[config.mk]
export PLATFORM = sky130hd
export DESIGN_NAME = panel_btn_cond_flat
export DESIGN_NICKNAME = d
export VERILOG_FILES = /design/src/rtl/panel_pkg.sv /design/src/rtl/panel_btn_cond_if.sv /design/src/rtl/btn_debounce_ch.sv /design/src/rtl/panel_btn_cond.sv /design/src/flat_wrapper.sv
export SDC_FILE = /design/constraint.sdc
export NUM_CORES = 1
export LEC_CHECK = 0
export BUFFER_PORTS_ARGS = -buffer_cell sky130_fd_sc_hd__buf_4
export CORE_UTILIZATION = 63
export CTS_BUF_LIST = sky130_fd_sc_hd__clkbuf_8
export CTS_CLUSTER_DIAMETER = 100
export DETAILED_ROUTE_END_ITERATION = 12
export PLACE_DENSITY = 0.79
export REMOVE_ABC_BUFFERS = 1
export SKIP_LAST_GASP = 1
export SYNTH_ARGS = -nofsm -noshare
export SYNTH_HDL_FRONTEND = slang
export SYNTH_SLANG_ARGS = --single-unit
[constraint.sdc]
create_clock -name clk -period 2.39 [get_ports clk]
set_clock_uncertainty 0.1 [all_clocks]
set_input_delay 0.5975 -clock clk [delete_from_list [all_inputs] [get_ports clk]]
set_output_delay 0.5975 -clock clk [all_outputs]
set_load 0.02 [all_outputs]
[src/rtl/panel_pkg.sv]
// -----------------------------------------------------------------------------
// panel_pkg
// Shared types and default timing constants for the front-panel button
// conditioner (panel_btn_cond and its per-channel block btn_debounce_ch).
//
// Optional feature macro: PANEL_BTN_REPEAT_EN (auto-repeat FSMs). The repeat
// state type below is only referenced when that macro is defined.
// -----------------------------------------------------------------------------
package panel_pkg;

    // Auto-repeat sequencer states.
    typedef enum logic [1:0] {
        REP_IDLE   = 2'd0,
        REP_DELAY  = 2'd1,
        REP_REPEAT = 2'd2
    } rep_state_t;

    // Default timing at a 25 MHz panel clock.
    localparam int DEB_10MS_25M  = 250_000;     // 10 ms debounce window
    localparam int REP_500MS_25M = 12_500_000;  // 500 ms hold before first repeat
    localparam int REP_100MS_25M = 2_500_000;   // 100 ms between repeats

endpackage

[src/rtl/panel_btn_cond_if.sv]
// -----------------------------------------------------------------------------
// panel_btn_cond_if
// Bundle of the button conditioner's data signals.
//   btn_i      raw asynchronous button levels          (master -> slave)
//   irq_ack_i  one-cycle pulse clearing changed_o      (master -> slave)
//   stable_o   debounced active-high levels            (slave -> master)
//   press_o    press / auto-repeat pulses              (slave -> master)
//   release_o  release pulses                          (slave -> master)
//   changed_o  sticky changed-channel mask             (slave -> master)
//   irq_o      high while changed_o is nonzero         (slave -> master)
// The conditioner uses the slave modport; whoever drives the raw buttons and
// services the IRQ uses the master modport.
// Optional feature macro: PANEL_BTN_REPEAT_EN (no effect on this file).
// -----------------------------------------------------------------------------
interface panel_btn_cond_if #(
    parameter int N_BTN = 7
);
    logic [N_BTN-1:0] btn_i;
    logic             irq_ack_i;
    logic [N_BTN-1:0] stable_o;
    logic [N_BTN-1:0] press_o;
    logic [N_BTN-1:0] release_o;
    logic [N_BTN-1:0] changed_o;
    logic             irq_o;

    modport master (
        output btn_i, irq_ack_i,
        input  stable_o, press_o, release_o, changed_o, irq_o
    );

    modport slave (
        input  btn_i, irq_ack_i,
        output stable_o, press_o, release_o, changed_o, irq_o
    );
endinterface

[src/rtl/btn_debounce_ch.sv]
// -----------------------------------------------------------------------------
// btn_debounce_ch
// One button channel: 2-flop synchroniser, optional inversion, debounce
// counter, registered press/release pulses and (optionally) auto-repeat.
// Ports:
//   clk        system clock, rising edge
//   resetn     synchronous active-low reset
//   btn_i      raw asynchronous button level
//   stable_o   debounced active-high level
//   press_o    one-cycle pulse on debounced press and on each auto-repeat
//   release_o  one-cycle pulse on debounced release
//   edge_o     combinational: stable level changed on the previous edge
// Optional feature macro: PANEL_BTN_REPEAT_EN adds the repeat FSM and the
// REP_DELAY_CYC / REP_RATE_CYC / REP_EN parameters; without it press_o is
// edge-only.
// -----------------------------------------------------------------------------
module btn_debounce_ch
    import panel_pkg::*;
#(
    parameter int DEB_CYCLES    = DEB_10MS_25M,
`ifdef PANEL_BTN_REPEAT_EN
    parameter int REP_DELAY_CYC = REP_500MS_25M,
    parameter int REP_RATE_CYC  = REP_100MS_25M,
    parameter bit REP_EN        = 1'b0,
`endif
    parameter bit INV           = 1'b0
) (
    input  logic clk,
    input  logic resetn,
    input  logic btn_i,
    output logic stable_o,
    output logic press_o,
    output logic release_o,
    output logic edge_o
);

    localparam int CW = $clog2(DEB_CYCLES + 1);

    logic          sync1_q, sync2_q;
    logic          raw_s;
    logic          stable_q, stable_d;
    logic          stable_dly_q;
    logic [CW-1:0] cnt_q, cnt_d;
    logic          press_q, release_q;
    logic          rise_evt, fall_evt;
    logic          rep_pulse;

    assign raw_s = sync2_q ^ INV;

    // Count consecutive cycles of disagreement; any agreement restarts it.
    always_comb begin
        stable_d = stable_q;
        cnt_d    = '0;
        if (raw_s != stable_q) begin
            if (cnt_q == CW'(DEB_CYCLES - 1)) begin
                stable_d = ~stable_q;
            end else begin
                cnt_d = cnt_q + CW'(1);
            end
        end
    end

    // stable_dly_q lags stable_q by one cycle so the pulses land the cycle
    // after the debounced level moves.
    assign rise_evt = stable_q & ~stable_dly_q;
    assign fall_evt = ~stable_q & stable_dly_q;

    always_ff @(posedge clk) begin
        if (!resetn) begin
            sync1_q      <= 1'b0;
            sync2_q      <= 1'b0;
            stable_q     <= 1'b0;
            stable_dly_q <= 1'b0;
            cnt_q        <= '0;
            press_q      <= 1'b0;
            release_q    <= 1'b0;
        end else begin
            sync1_q      <= btn_i;
            sync2_q      <= sync1_q;
            stable_q     <= stable_d;
            stable_dly_q <= stable_q;
            cnt_q        <= cnt_d;
            press_q      <= rise_evt | rep_pulse;
            release_q    <= fall_evt;
        end
    end

`ifdef PANEL_BTN_REPEAT_EN
    localparam int TMAX = (REP_DELAY_CYC > REP_RATE_CYC) ? REP_DELAY_CYC : REP_RATE_CYC;
    localparam int TW   = (TMAX > 1) ? $clog2(TMAX) : 1;

    rep_state_t    state_q, state_d;
    logic [TW-1:0] tmr_q, tmr_d;

    // The FSM arms on the same rise event that produces the press pulse, so
    // the first repeat is always REP_DELAY_CYC cycles after that pulse.
    always_comb begin
        state_d   = state_q;
        tmr_d     = tmr_q;
        rep_pulse = 1'b0;
        if (!REP_EN || !stable_q) begin
            state_d = REP_IDLE;
            tmr_d   = '0;
        end else begin
            case (state_q)
                REP_IDLE: begin
                    if (rise_evt) begin
                        state_d = REP_DELAY;
                        tmr_d   = TW'(REP_DELAY_CYC - 1);
                    end
                end
                REP_DELAY, REP_REPEAT: begin
                    if (tmr_q == '0) begin
                        rep_pulse = 1'b1;
                        state_d   = REP_REPEAT;
                        tmr_d     = TW'(REP_RATE_CYC - 1);
                    end else begin
                        tmr_d = tmr_q - TW'(1);
                    end
                end
                default: state_d = REP_IDLE;
            endcase
        end
    end

    always_ff @(posedge clk) begin
        if (!resetn) begin
            state_q <= REP_IDLE;
            tmr_q   <= '0;
        end else begin
            state_q <= state_d;
            tmr_q   <= tmr_d;
        end
    end
`else
    assign rep_pulse = 1'b0;
`endif

    assign stable_o  = stable_q;
    assign press_o   = press_q;
    assign release_o = release_q;
    assign edge_o    = stable_q ^ stable_dly_q;

endmodule

[src/rtl/panel_btn_cond.sv]
// -----------------------------------------------------------------------------
// panel_btn_cond
// Front-panel button conditioner: N_BTN independent debounce channels plus a
// sticky change mask and IRQ for the SPI slave.
// Ports:
//   clk     system clock, rising edge
//   resetn  synchronous active-low reset
//   bus     panel_btn_cond_if.slave: btn_i, irq_ack_i in; stable_o, press_o,
//           release_o, changed_o, irq_o out
// Optional feature macro: PANEL_BTN_REPEAT_EN enables auto-repeat and the
// REP_DELAY / REP_RATE / REP_MASK parameters.
// -----------------------------------------------------------------------------
module panel_btn_cond
    import panel_pkg::*;
#(
    parameter int               N_BTN      = 7,
    parameter int               DEB_CYCLES = DEB_10MS_25M,
`ifdef PANEL_BTN_REPEAT_EN
    parameter int               REP_DELAY  = REP_500MS_25M,
    parameter int               REP_RATE   = REP_100MS_25M,
    parameter logic [N_BTN-1:0] REP_MASK   = N_BTN'(7'b0101000),
`endif
    parameter logic [N_BTN-1:0] INV_MASK   = N_BTN'(7'b0000001)
) (
    input logic             clk,
    input logic             resetn,
    panel_btn_cond_if.slave bus
);

    logic [N_BTN-1:0] stable_w, press_w, release_w, edge_w;
    logic [N_BTN-1:0] changed_q, changed_d;

    for (genvar gi = 0; gi < N_BTN; gi++) begin : g_ch
        btn_debounce_ch #(
            .DEB_CYCLES    (DEB_CYCLES),
`ifdef PANEL_BTN_REPEAT_EN
            .REP_DELAY_CYC (REP_DELAY),
            .REP_RATE_CYC  (REP_RATE),
            .REP_EN        (REP_MASK[gi]),
`endif
            .INV           (INV_MASK[gi])
        ) u_ch (
            .clk       (clk),
            .resetn    (resetn),
            .btn_i     (bus.btn_i[gi]),
            .stable_o  (stable_w[gi]),
            .press_o   (press_w[gi]),
            .release_o (release_w[gi]),
            .edge_o    (edge_w[gi])
        );
    end

    // Ack clears everything, but an edge arriving in the same cycle survives.
    always_comb begin
        changed_d = (changed_q & {N_BTN{~bus.irq_ack_i}}) | edge_w;
    end

    always_ff @(posedge clk) begin
        if (!resetn) begin
            changed_q <= '0;
        end else begin
            changed_q <= changed_d;
        end
    end

    assign bus.stable_o  = stable_w;
    assign bus.press_o   = press_w;
    assign bus.release_o = release_w;
    assign bus.changed_o = changed_q;
    assign bus.irq_o     = |changed_q;

endmodule
[src/flat_wrapper.sv]
// flat-port wrapper written by rule: the top's interface ports become plain ports
module panel_btn_cond_flat import panel_pkg::*;
#(
    parameter int               N_BTN      = 7,
    parameter int               DEB_CYCLES = DEB_10MS_25M,

    parameter logic [N_BTN-1:0] INV_MASK   = N_BTN'(7'b0000001)
)
  (clk, resetn, bus_btn_i, bus_irq_ack_i, bus_stable_o, bus_press_o, bus_release_o, bus_changed_o, bus_irq_o);
  panel_btn_cond_if #(.N_BTN(N_BTN)) bus_i ();
  input logic clk;
  input logic resetn;
  input wire logic [$bits(bus_i.btn_i)-1:0] bus_btn_i;
  input wire logic [$bits(bus_i.irq_ack_i)-1:0] bus_irq_ack_i;
  output wire logic [$bits(bus_i.stable_o)-1:0] bus_stable_o;
  output wire logic [$bits(bus_i.press_o)-1:0] bus_press_o;
  output wire logic [$bits(bus_i.release_o)-1:0] bus_release_o;
  output wire logic [$bits(bus_i.changed_o)-1:0] bus_changed_o;
  output wire logic [$bits(bus_i.irq_o)-1:0] bus_irq_o;
  assign bus_i.btn_i = bus_btn_i;
  assign bus_i.irq_ack_i = bus_irq_ack_i;
  assign bus_stable_o = bus_i.stable_o;
  assign bus_press_o = bus_i.press_o;
  assign bus_release_o = bus_i.release_o;
  assign bus_changed_o = bus_i.changed_o;
  assign bus_irq_o = bus_i.irq_o;
  panel_btn_cond #(.N_BTN(N_BTN), .DEB_CYCLES(DEB_CYCLES), .INV_MASK(INV_MASK)) u_core (.clk(clk), .resetn(resetn), .bus(bus_i));
endmodule
==> reports/results.txt, run 1 <==
Status = finished clean
Top Ports = 39
Distinct cells, synth = 44
Die Y = 112.5 um
Layout cells sized above 1 = 13.14%
Starting Density = 64.35%
Total gr overflow = 0
Leakage Power = 2.785 nW
Number of global-route vias before repair = 5,536
Final setup TNS = 0 ns
Post-DP HPWL = 10,130 um
# rows = 40
Fin crit share = 90.98%
Syn Area/Cell = 9.196 um2
Avg Vias per Cell = 5.657
Top FF cell, synth = dfxtp_1
Starting DRT DRC Count = 480
Final hold violation count = 0
Yosys warns = 0
Most frequent cells in the layout = dfxtp_1 (175), nor2_1 (123), xnor2_1 (72)
Max VDD drop = 0.6300 mV
Final net count = 893
Placer Congestion = 0.8327
Via Count = 5,781
Core area = 11,960 um2
Dpl cells = 990
Post-Syn Instances = 837
DRC Markers = 0
N_diodes = 0
Crit end category = primary output
DP Area = 7975 um2
Hold Path Class = input port to flip-flop
Crit path required time = 1.69 ns
Crit start category = flip-flop
Design area = 8479 um2
Drt total wl = 14,360 um
Worst Path Max Fanout = 3
PortBufs = 38
Largest net degree at the start of global routing = 23
Most common cell after layout, fill and taps aside = dfxtp_1
Htree depth = 4
Clock transition at the registers of the reported paths = 0.09 ns
Sequential element share of the synthesized area = 45.51%
CTS tree = built
Power density over cell area = 648.5 nW/um2
DR WL/cell = 14.05 um
Max-cap viol count = 0
Clock buffer count from CTS = 17
Post-route antenna net violation count = 0
Unrepaired setup endpoints after global routing = false
Final core area utilization = 70.89%
Die area = 12,660 um2
Netlist Area Pre-Place = 7697 um2
Die W = 112.5 um
Post-synth EDFFs = 0
Ys async rst share = 0%
Worst Tran Pin Value = 0.5871 ns
Max Slew Vio Count = 0
Clk sinks = 175
Final min period = 2.174 ns
Critical Path AT = 1.48 ns
Max Clk Rate = 0.4599 GHz
Clk buf depth = 2
Register bit total from synthesis = 175
First-pass iteration count of the detailed router = 5
Setup Crit Path Kind = flip-flop to primary output
Slew headroom = 60.50%
Antenna violations before repair = 0
GRT Util Overall = 24.13%
# setup viols final = 0
Synth-to-layout area growth = 10.16%
Post-CTS setup repair buffer count = 0
Root Driver = clkbuf_8
Clk_lat worst skew = 0.45 ns
Fin cells = 1,022
First-pass GRT wire length = 24,500 um
## Yosys cell counts (5+ instances only)
cell	number	area share, %
a21oi_1	24	1.6
and2_1	30	2.4
and3_1	5	0.41
and4_1	9	1.0
buf_2	5	0.33
buf_4	24	2.3
clkbuf_1	11	0.54
dfxtp_1	175	46
ha_1	21	3.4
inv_1	44	2.1
mux2i_1	5	0.65
nand2_1	41	2.0
nand2b_1	9	0.73
nand3_1	46	3.0
nand3_2	5	0.65
nand4_1	26	2.1
nor2_1	123	6.0
nor2_2	10	0.81
nor3_1	23	1.5
nor4_1	29	2.4
nor4b_1	8	0.91
o21ai_0	11	0.72
o31ai_1	5	0.49
o41ai_1	5	0.57
or3_1	8	0.65
or4b_1	5	0.65
xnor2_1	72	8.2
xor2_1	29	3.3
## flip-flops by register name, indices dropped and copies added (netlist names)
signal	cells
u_core.g_ch.u_ch.cnt_q	126
u_core.bus.changed_o	7
u_core.g_ch.u_ch.press_o	7
u_core.g_ch.u_ch.release_o	7
u_core.g_ch.u_ch.stable_dly_q	7
u_core.g_ch.u_ch.stable_o	7
u_core.g_ch.u_ch.sync1_q	7
u_core.g_ch.u_ch.raw_s	6
u_core.g_ch.u_ch.sync2_q	1
## stage by stage
step	power, W	setup WS (ns)	hold slack, ns
2_1_floorplan	0.003058	0.3564	0.3118
3_3_place_gp	0.003102	0.3688	0.3183
3_5_place_dp	0.003107	0.2862	0.3216
4_1_cts	0.005546	0.08922	0.2257
5_1_grt	0.005685	0.1275	0.2314
6_report	0.005499	0.2156	0.2532
## worst max-delay path: stages (launching register included)
cell,delay (ns)
dfxtp_1,0.36
nor4_2,0.41
nand2_1,0.08
buf_4,0.17
## report_power, final
group	internal, W	switching (W)	leakage, nW
clock	0.00145	0.00101	0.249
combinational	0.0000388	0.0000556	1.12
sequential	0.00293	0.0000133	1.41
## metal layers
| layer | routed length, um | GRT usage [%] | up-vias |
|---|---|---|---|
| met5 | 0 | 0 | - |
| li1 | - | - | 2888 |
| met4 | 314 | 11.91 | 0 |
| met3 | 461 | 5.292 | 25 |
| met2 | 7106 | 40.91 | 107 |
| met1 | 6476 | 29.05 | 2761 |
## cell type report
| cell class | count | area, um2 |
|---|---|---|
| well taps | 147 | 183.9 |
| clock buffers | 21 | 289.0 |
| fillers | 919 | 3482 |
| multi-input cells | 575 | 3761 |
| flip-flops and latches | 175 | 3503 |
| inverters | 44 | 165.2 |
| repair buffers | 49 | 367.9 |
| clock inverters | 11 | 209.0 |
## final timing paths
kind / startpoint / end / slack [ns] / cells past startpoint
setup / recovery: u_core.bus.changed_o[2] / bus_irq_o / 0.22 / 3
hold / removal: bus_btn_i[2] / u_core.g_ch[2].u_ch.sync1_q / 0.25 / 2
setup reg to reg: u_core.g_ch[0].u_ch.cnt_q[0] / u_core.g_ch[0].u_ch.cnt_q[6] / 0.26 / 6
hold reg to reg: u_core.g_ch[0].u_ch.sync1_q / u_core.g_ch[0].u_ch.sync2_q / 0.34 / 1
## repair_timing
action | 4_1_cts | 5_1_grt
gates resized for setup | 0 | 1
hold buffers | 0 | 0
hold endpoints to repair | 0 | 0
setup endpoints to repair | 0 | 1
## cells by family after synthesis
kind of cell / synth area share [%]
buffers and inverters: 5.705
adders and majority gates: 3.413
AOI/OAI and AO/OA: 5.527
xor gates and xnor gates: 11.49
muxes: 0.6502
DFF: 45.51
and+or+nand+nor: 27.70
No activity file was read; power rests on OpenSTA's default activity.
==> inputs of run 2 (changes only) <==
PLACE_DENSITY = 0.86   (was 0.79)
==> run 2 against run 1 <==
Net effect: final cell count barely moved; hold slack improved by 0.0079 ns; flip-flop and latch count did not move; clock power fell by 18%; global-route usage fell by 1.7 points; worst setup slack improved by 0.035 ns; critical endpoint unchanged; non-clock buffer count did not move.
==> reports/results.txt, run 2 (synthesized netlist as in run 1, its figures left out) <==
Max VDD drop = 0.7549 mV (was 0.6300 mV)
Max Slew Vio Count = 0 (unchanged)
Die Y = 112.5 um (unchanged)
# rows = 40 (unchanged)
Hold Path Class = input port to flip-flop (unchanged)
Root Driver = clkbuf_8 (unchanged)
Post-CTS setup repair buffer count = 0 (unchanged)
First-pass GRT wire length = 23,090 um (was 24,500 um)
Filler cells = 914 (was 919)
Setup Crit Path Kind = flip-flop to primary output (unchanged)
Core area = 11,960 um2 (unchanged)
First-pass iteration count of the detailed router = 5 (unchanged)
Largest net degree at the start of global routing = 19 (was 23)
Max Clk Rate = 0.4674 GHz (was 0.4599 GHz)
Most common cell after layout, fill and taps aside = dfxtp_1 (unchanged)
Final min period = 2.139 ns (was 2.174 ns)
CTS tree = built (unchanged)
Most frequent cells in the layout = dfxtp_1 (175), nor2_1 (123), xnor2_1 (72) (unchanged)
Placer Congestion = 0.7973 (was 0.8327)
Die W = 112.5 um (unchanged)
Starting Density = 64.35% (unchanged)
Worst Tran Pin Value = 0.6562 ns (was 0.5871 ns)
Crit path required time = 1.69 ns (about the same)
Avg Vias per Cell = 5.484 (was 5.657)
Final hold violation count = 0 (unchanged)
Layout cells sized above 1 = 13.04% (was 13.14%)
Fin crit share = 89.52% (was 90.98%)
Unrepaired setup endpoints after global routing = false (unchanged)
Leakage Power = 2.733 nW (was 2.785 nW)
Htree depth = 4 (unchanged)
Final net count = 893 (unchanged)
Area of the multi-input gates = 3759 um2 (was 3761 um2)
Crit end category = primary output (unchanged)
DR WL/cell = 13.28 um (was 14.05 um)
PortBufs = 38 (unchanged)
Starting DRT DRC Count = 388 (was 480)
Drt total wl = 13,560 um (was 14,360 um)
N_diodes = 0 (unchanged)
Clock buffer count from CTS = 17 (unchanged)
Power density over cell area = 603.3 nW/um2 (was 648.5 nW/um2)
Final setup TNS = 0 ns (unchanged)
Crit start category = flip-flop (unchanged)
Via Count = 5,599 (was 5,781)
Die area = 12,660 um2 (unchanged)
DRC Markers = 0 (unchanged)
Status = finished clean (unchanged)
Slew headroom = 56.23% (was 60.50%)
Reg area = 3503 um2 (unchanged)
Antenna violations before repair = 0 (unchanged)
Critical Path AT = 1.44 ns (was 1.48 ns)
Number of global-route vias before repair = 5,156 (was 5,536)
Synth-to-layout area growth = 8.875% (was 10.16%)
Clk_lat worst skew = 0.44 ns (was 0.45 ns)
# setup viols final = 0 (unchanged)
Clock transition at the registers of the reported paths = 0.08 ns (was 0.09 ns)
Total gr overflow = 0 (unchanged)
Worst Path Max Fanout = 3 (unchanged)
Clk buf depth = 2 (unchanged)
Largest Register = u_core.g_ch.u_ch.cnt_q (unchanged)
Fin cells = 1,021 (was 1,022)
Clk sinks = 175 (unchanged)
Top Ports = 39 (unchanged)
Max-cap viol count = 0 (unchanged)
Max FFs per register = 126 (unchanged)
GRT Util Overall = 22.44% (was 24.13%)
Post-DP HPWL = 9584 um (was 10,130 um)
Post-route antenna net violation count = 0 (unchanged)
Dpl cells = 990 (unchanged)
run 2: changes by cell type in the layout (fill, tap and decap cells not counted), sizes merged:
cell      previous run  this run
clkinvlp             2         4
clkinv               2         3
bufinv               6         2
run 2: final timing paths:
path                                                    from                            end  slack, ns  depth (start not counted)
worst min register to register   u_core.g_ch[2].u_ch.sync1_q      u_core.g_ch[2].u_ch.raw_s       0.34                          1
worst max register to register  u_core.g_ch[2].u_ch.cnt_q[0]  u_core.g_ch[2].u_ch.cnt_q[10]       0.28                          5
worst max-delay path                 u_core.bus.changed_o[4]                      bus_irq_o       0.25                          3
worst min-delay path                            bus_btn_i[2]    u_core.g_ch[2].u_ch.sync1_q       0.26                          2
run 2: report_power, final:
group,internal [W],total [W],switching (W)
logic,0.0000393,0.0000930,0.0000537
registers,0.00293,0.00294,0.0000127
clock network,0.00103,0.00202,0.000991
total,0.00400,0.00506,0.00106
run 2: metal layers:
metal | up-vias | share of wire (%) | GRT usage, %
met4 | 0 | 0.55 | 6.667
li1 | 2892 | - | -
met2 | 75 | 48 | 36.94
met3 | 5 | 3.4 | 5.346
met1 | 2627 | 48 | 29.38
met5 | - | 0 | 0
run 2: stage by stage:
step | setup slack (ns) | hold slack [ns] | cell area [um2] | total power [W] | utilization [%]
after global placement | 0.2045 | 0.3125 | 7975 | 0.003105 | 66.67
after detailed placement | 0.1704 | 0.3242 | 7975 | 0.003107 | 66.67
after global routing | 0.1328 | 0.2305 | 8381 | 0.005248 | 70.06
after CTS | 0.1513 | 0.2292 | 8377 | 0.005107 | 70.03
final | 0.2505 | 0.2611 | 8381 | 0.005056 | 70.06
after floorplan | 0.3564 | 0.3118 | 7423 | 0.003058 | -
run 2: cell type report:
cell class	instances	share of cell area, %
clock buffer	21	3.449
clock inverter	10	1.344
inverter	44	1.971
multi-input combinational	575	44.85
sequential	175	41.80
tap	147	2.195
timing repair buffer	49	4.389
run 2: repair_timing:
action	CTS	global route
gates resized for setup	0	1
hold buffers	0	0
setup endpoints to repair	0	15
run 2: critical path, stage by stage (launching register included):
cell and delay, ns:
dfxtp_1 0.35, nor3_1 0.31, nand2_1 0.16, buf_4 0.18
==> inputs of run 3 (changes only) <==
BUFFER_PORTS_ARGS = not set   (was -buffer_cell sky130_fd_sc_hd__buf_4)
CORE_UTILIZATION = 66   (was 63)
DONT_BUFFER_PORTS = 1   (was not set)
==> run 3 against run 2 <==
Net effect: via count grew 2.6%; global-route usage is 3.2 points higher; hold slack got worse by 0.11 ns; power shrank 3.5%; sequential share of layout area is 1.8 points higher; critical path depth unchanged; wire length increased by 6.2%; die area down 4.5%; utilization increased by 0.64 points; non-clock buffer count shrank 40; clock-buffer cell count decreased by 2; final cell count decreased by 4.2%; critical path type unchanged.
==> reports/results.txt, run 3 (synthesized netlist as in run 1, its figures left out) <==
Status = finished clean (unchanged)
Core area = 11,370 um2 (was 11,960 um2)
Crit path required time = 1.69 ns (about the same)
Crit end category = primary output (unchanged)
Placer Congestion = 0.9060 (was 0.7973)
Crit start category = flip-flop (unchanged)
Part of the power in registers = 60.4% (was 58.2%)
Total gr overflow = 0 (unchanged)
Die W = 110.0 um (was 112.5 um)
Clock buffer count from CTS = 17 (unchanged)
Post-DP HPWL = 10,130 um (was 9584 um)
Max FFs per register = 126 (unchanged)
# setup viols final = 0 (unchanged)
Hold_sp = bus_btn_i[6] (was bus_btn_i[2])
Largest Register = u_core.g_ch.u_ch.cnt_q (unchanged)
Crit-path slowest cell = dfxtp_1 (unchanged)
Met2 Wirelength = 7204 um (was 6514 um)
Avg Vias per Cell = 5.873 (was 5.484)
Top Ports = 39 (unchanged)
Hold Path Stages = 1 (was 2)
Comb power frac = 1.4% (was 1.8%)
Leakage Power = 2.521 nW (was 2.733 nW)
Hold Path Class = input port to flip-flop (unchanged)
Setup Crit Path Kind = flip-flop to primary output (unchanged)
First-pass iteration count of the detailed router = 5 (unchanged)
Max-cap viol count = 0 (unchanged)
Largest net degree at the start of global routing = 45 (was 19)
Reg2reg path depth = 4 (was 5)
Power density over cell area = 606.8 nW/um2 (was 603.3 nW/um2)
Worst Tran Pin Value = 0.9213 ns (was 0.6562 ns)
Most common cell after layout, fill and taps aside = dfxtp_1 (unchanged)
Clk sinks = 175 (unchanged)
Final hold violation count = 0 (unchanged)
Slew headroom = 38.37% (was 56.23%)
Filler cells = 825 (was 914)
N_diodes = 0 (unchanged)
Final net count = 853 (was 893)
Slowest stage delay, CP = 0.41 ns (was 0.35 ns)
Final min period = 2.239 ns (was 2.139 ns)
Clock transition at the registers of the reported paths = 0.09 ns (was 0.08 ns)
Layout cells sized above 1 = 8.623% (was 13.04%)
Final worst slack = 0.1514 ns (was 0.2505 ns)
Root Driver = clkbuf_8 (unchanged)
Hold Path End = u_core.g_ch[6].u_ch.sync1_q (was u_core.g_ch[2].u_ch.sync1_q)
CP cell instances = nor4_2 > buf_4 > nand2_1 (was nor3_1 > nand2_1 > buf_4)
Htree depth = 4 (unchanged)
Die Y = 110.0 um (was 112.5 um)
Starting DRT DRC Count = 370 (was 388)
Post-route antenna net violation count = 0 (unchanged)
PortBufs = 0 (was 38)
Crit path buf inv count = 1 (unchanged)
Worst R2R Start = u_core.g_ch[5].u_ch.cnt_q[5] (was u_core.g_ch[2].u_ch.cnt_q[0])
DRC Markers = 0 (unchanged)
Reg-to-reg endpoint = u_core.g_ch[5].u_ch.cnt_q[3] (was u_core.g_ch[2].u_ch.cnt_q[10])
Clk_lat worst skew = 0.47 ns (was 0.44 ns)
Final setup TNS = 0 ns (unchanged)
First-pass GRT wire length = 24,070 um (was 23,090 um)
Detailed route wirelength on metal3 = 694 um (was 466 um)
Fin crit share = 93.66% (was 89.52%)
Clk buf depth = 2 (unchanged)
Dpl ws = 0.2482 ns (was 0.1704 ns)
Die area = 12,100 um2 (was 12,660 um2)
Sw Share = 21.71% (was 20.91%)
Most frequent cells in the layout = dfxtp_1 (175), nor2_1 (123), xnor2_1 (72) (unchanged)
Switching Power = 0.001059 W (was 0.001057 W)
Number of global-route vias before repair = 5,453 (was 5,156)
Drt total wl = 14,410 um (was 13,560 um)
GRT Util Overall = 25.65% (was 22.44%)
# rows = 39 (was 40)
CTS tree = built (unchanged)
Final core area utilization = 70.71% (was 70.06%)
Max Slew Vio Count = 0 (unchanged)
Antenna violations before repair = 0 (unchanged)
Hold_ws = 0.1482 ns (was 0.2611 ns)
Met1 WL = 6216 um (was 6506 um)
Largest delay share family, worst path = simple AND/OR/NAND/NOR gates (unchanged)
Starting Density = 67.70% (was 64.35%)
Critical Path AT = 1.54 ns (was 1.44 ns)
Max Clk Rate = 0.4467 GHz (was 0.4674 GHz)
DR WL/cell = 14.73 um (was 13.28 um)
Int Pwr = 0.003819 W (was 0.003998 W)
Highest metal used = met4 (unchanged)
Via Count = 5,744 (was 5,599)
Worst Path Max Fanout = 3 (unchanged)
R2r setup slk = 0.22 ns (was 0.28 ns)
Post-CTS setup repair buffer count = 0 (unchanged)
Unrepaired setup endpoints after global routing = false (unchanged)
Max VDD drop = 0.7014 mV (was 0.7549 mV)
Synth-to-layout area growth = 4.438% (was 8.875%)
Clk pwr share = 38.3% (was 39.9%)
run 3: cell count changes in the layout (fill, tap and decap cells not counted), sizes merged:
cell      previous run  this run
inv                 45        48
clkbuf              21        19
bufinv               2         1
buf                 49         9
clkinv               3         6
clkinvlp             4         2
run 3: per-layer routing:
metal  track usage, %  vias up
met5                0        -
met4            10.19        0
met3            7.937       32
met2            43.97      142
met1            29.79     2752
li1                 -     2818
run 3: what timing repair did:
action / 4_1_cts / 5_1_grt
hold buffers: 0 / 0
gates resized for setup: 0 / 1
setup endpoints to repair: 0 / 1
run 3: power groups by stage:
stage	clock network (W)	registers, W	logic (W)
floorplan	0	0.00301	0.0000483
global placement	0	0.00301	0.0000639
detailed placement	0	0.00301	0.0000668
CTS	0.00190	0.00294	0.0000672
global route	0.00203	0.00295	0.0000747
finish	0.00187	0.00294	0.0000669
run 3: stage by stage:
step / instances / power (W) / cell area (um2)
after CTS: 978 / 0.004911 / 8033
after global placement: 946 / 0.003075 / 7670
after floorplan: 794 / 0.003058 / 7423
after global routing: 978 / 0.005051 / 8039
final: 978 / 0.004878 / 8039
after detailed placement: 946 / 0.003080 / 7670
run 3: cell type report:
cell class                      instances  area [um2]  area share [%]
Multi-Input combinational cell        575        3761           46.79
Sequential cell                       175        3503           43.58
Clock buffer                           19       261.5           3.253
Clock inverter                         13       101.3           1.261
Inverter                               44       165.2           2.054
Timing Repair Buffer                    9       67.56          0.8405
Tap cell                              143       178.9           2.226
run 3: worst max-delay path by stage:
stage,cells after the start,to,from,slack [ns]
final,3,bus_irq_o,u_core.bus.changed_o[2],0.15
after global placement,6,u_core.g_ch[0].u_ch.cnt_q[5],u_core.g_ch[0].u_ch.cnt_q[0],0.38
after CTS,3,bus_irq_o,u_core.bus.changed_o[2],0.07
after floorplan,5,u_core.g_ch[0].u_ch.cnt_q[2],u_core.g_ch[0].u_ch.cnt_q[0],0.36
after global routing,4,u_core.g_ch[5].u_ch.cnt_q[3],u_core.g_ch[5].u_ch.cnt_q[5],0.03
after detailed placement,4,u_core.g_ch[5].u_ch.cnt_q[3],u_core.g_ch[5].u_ch.cnt_q[9],0.25
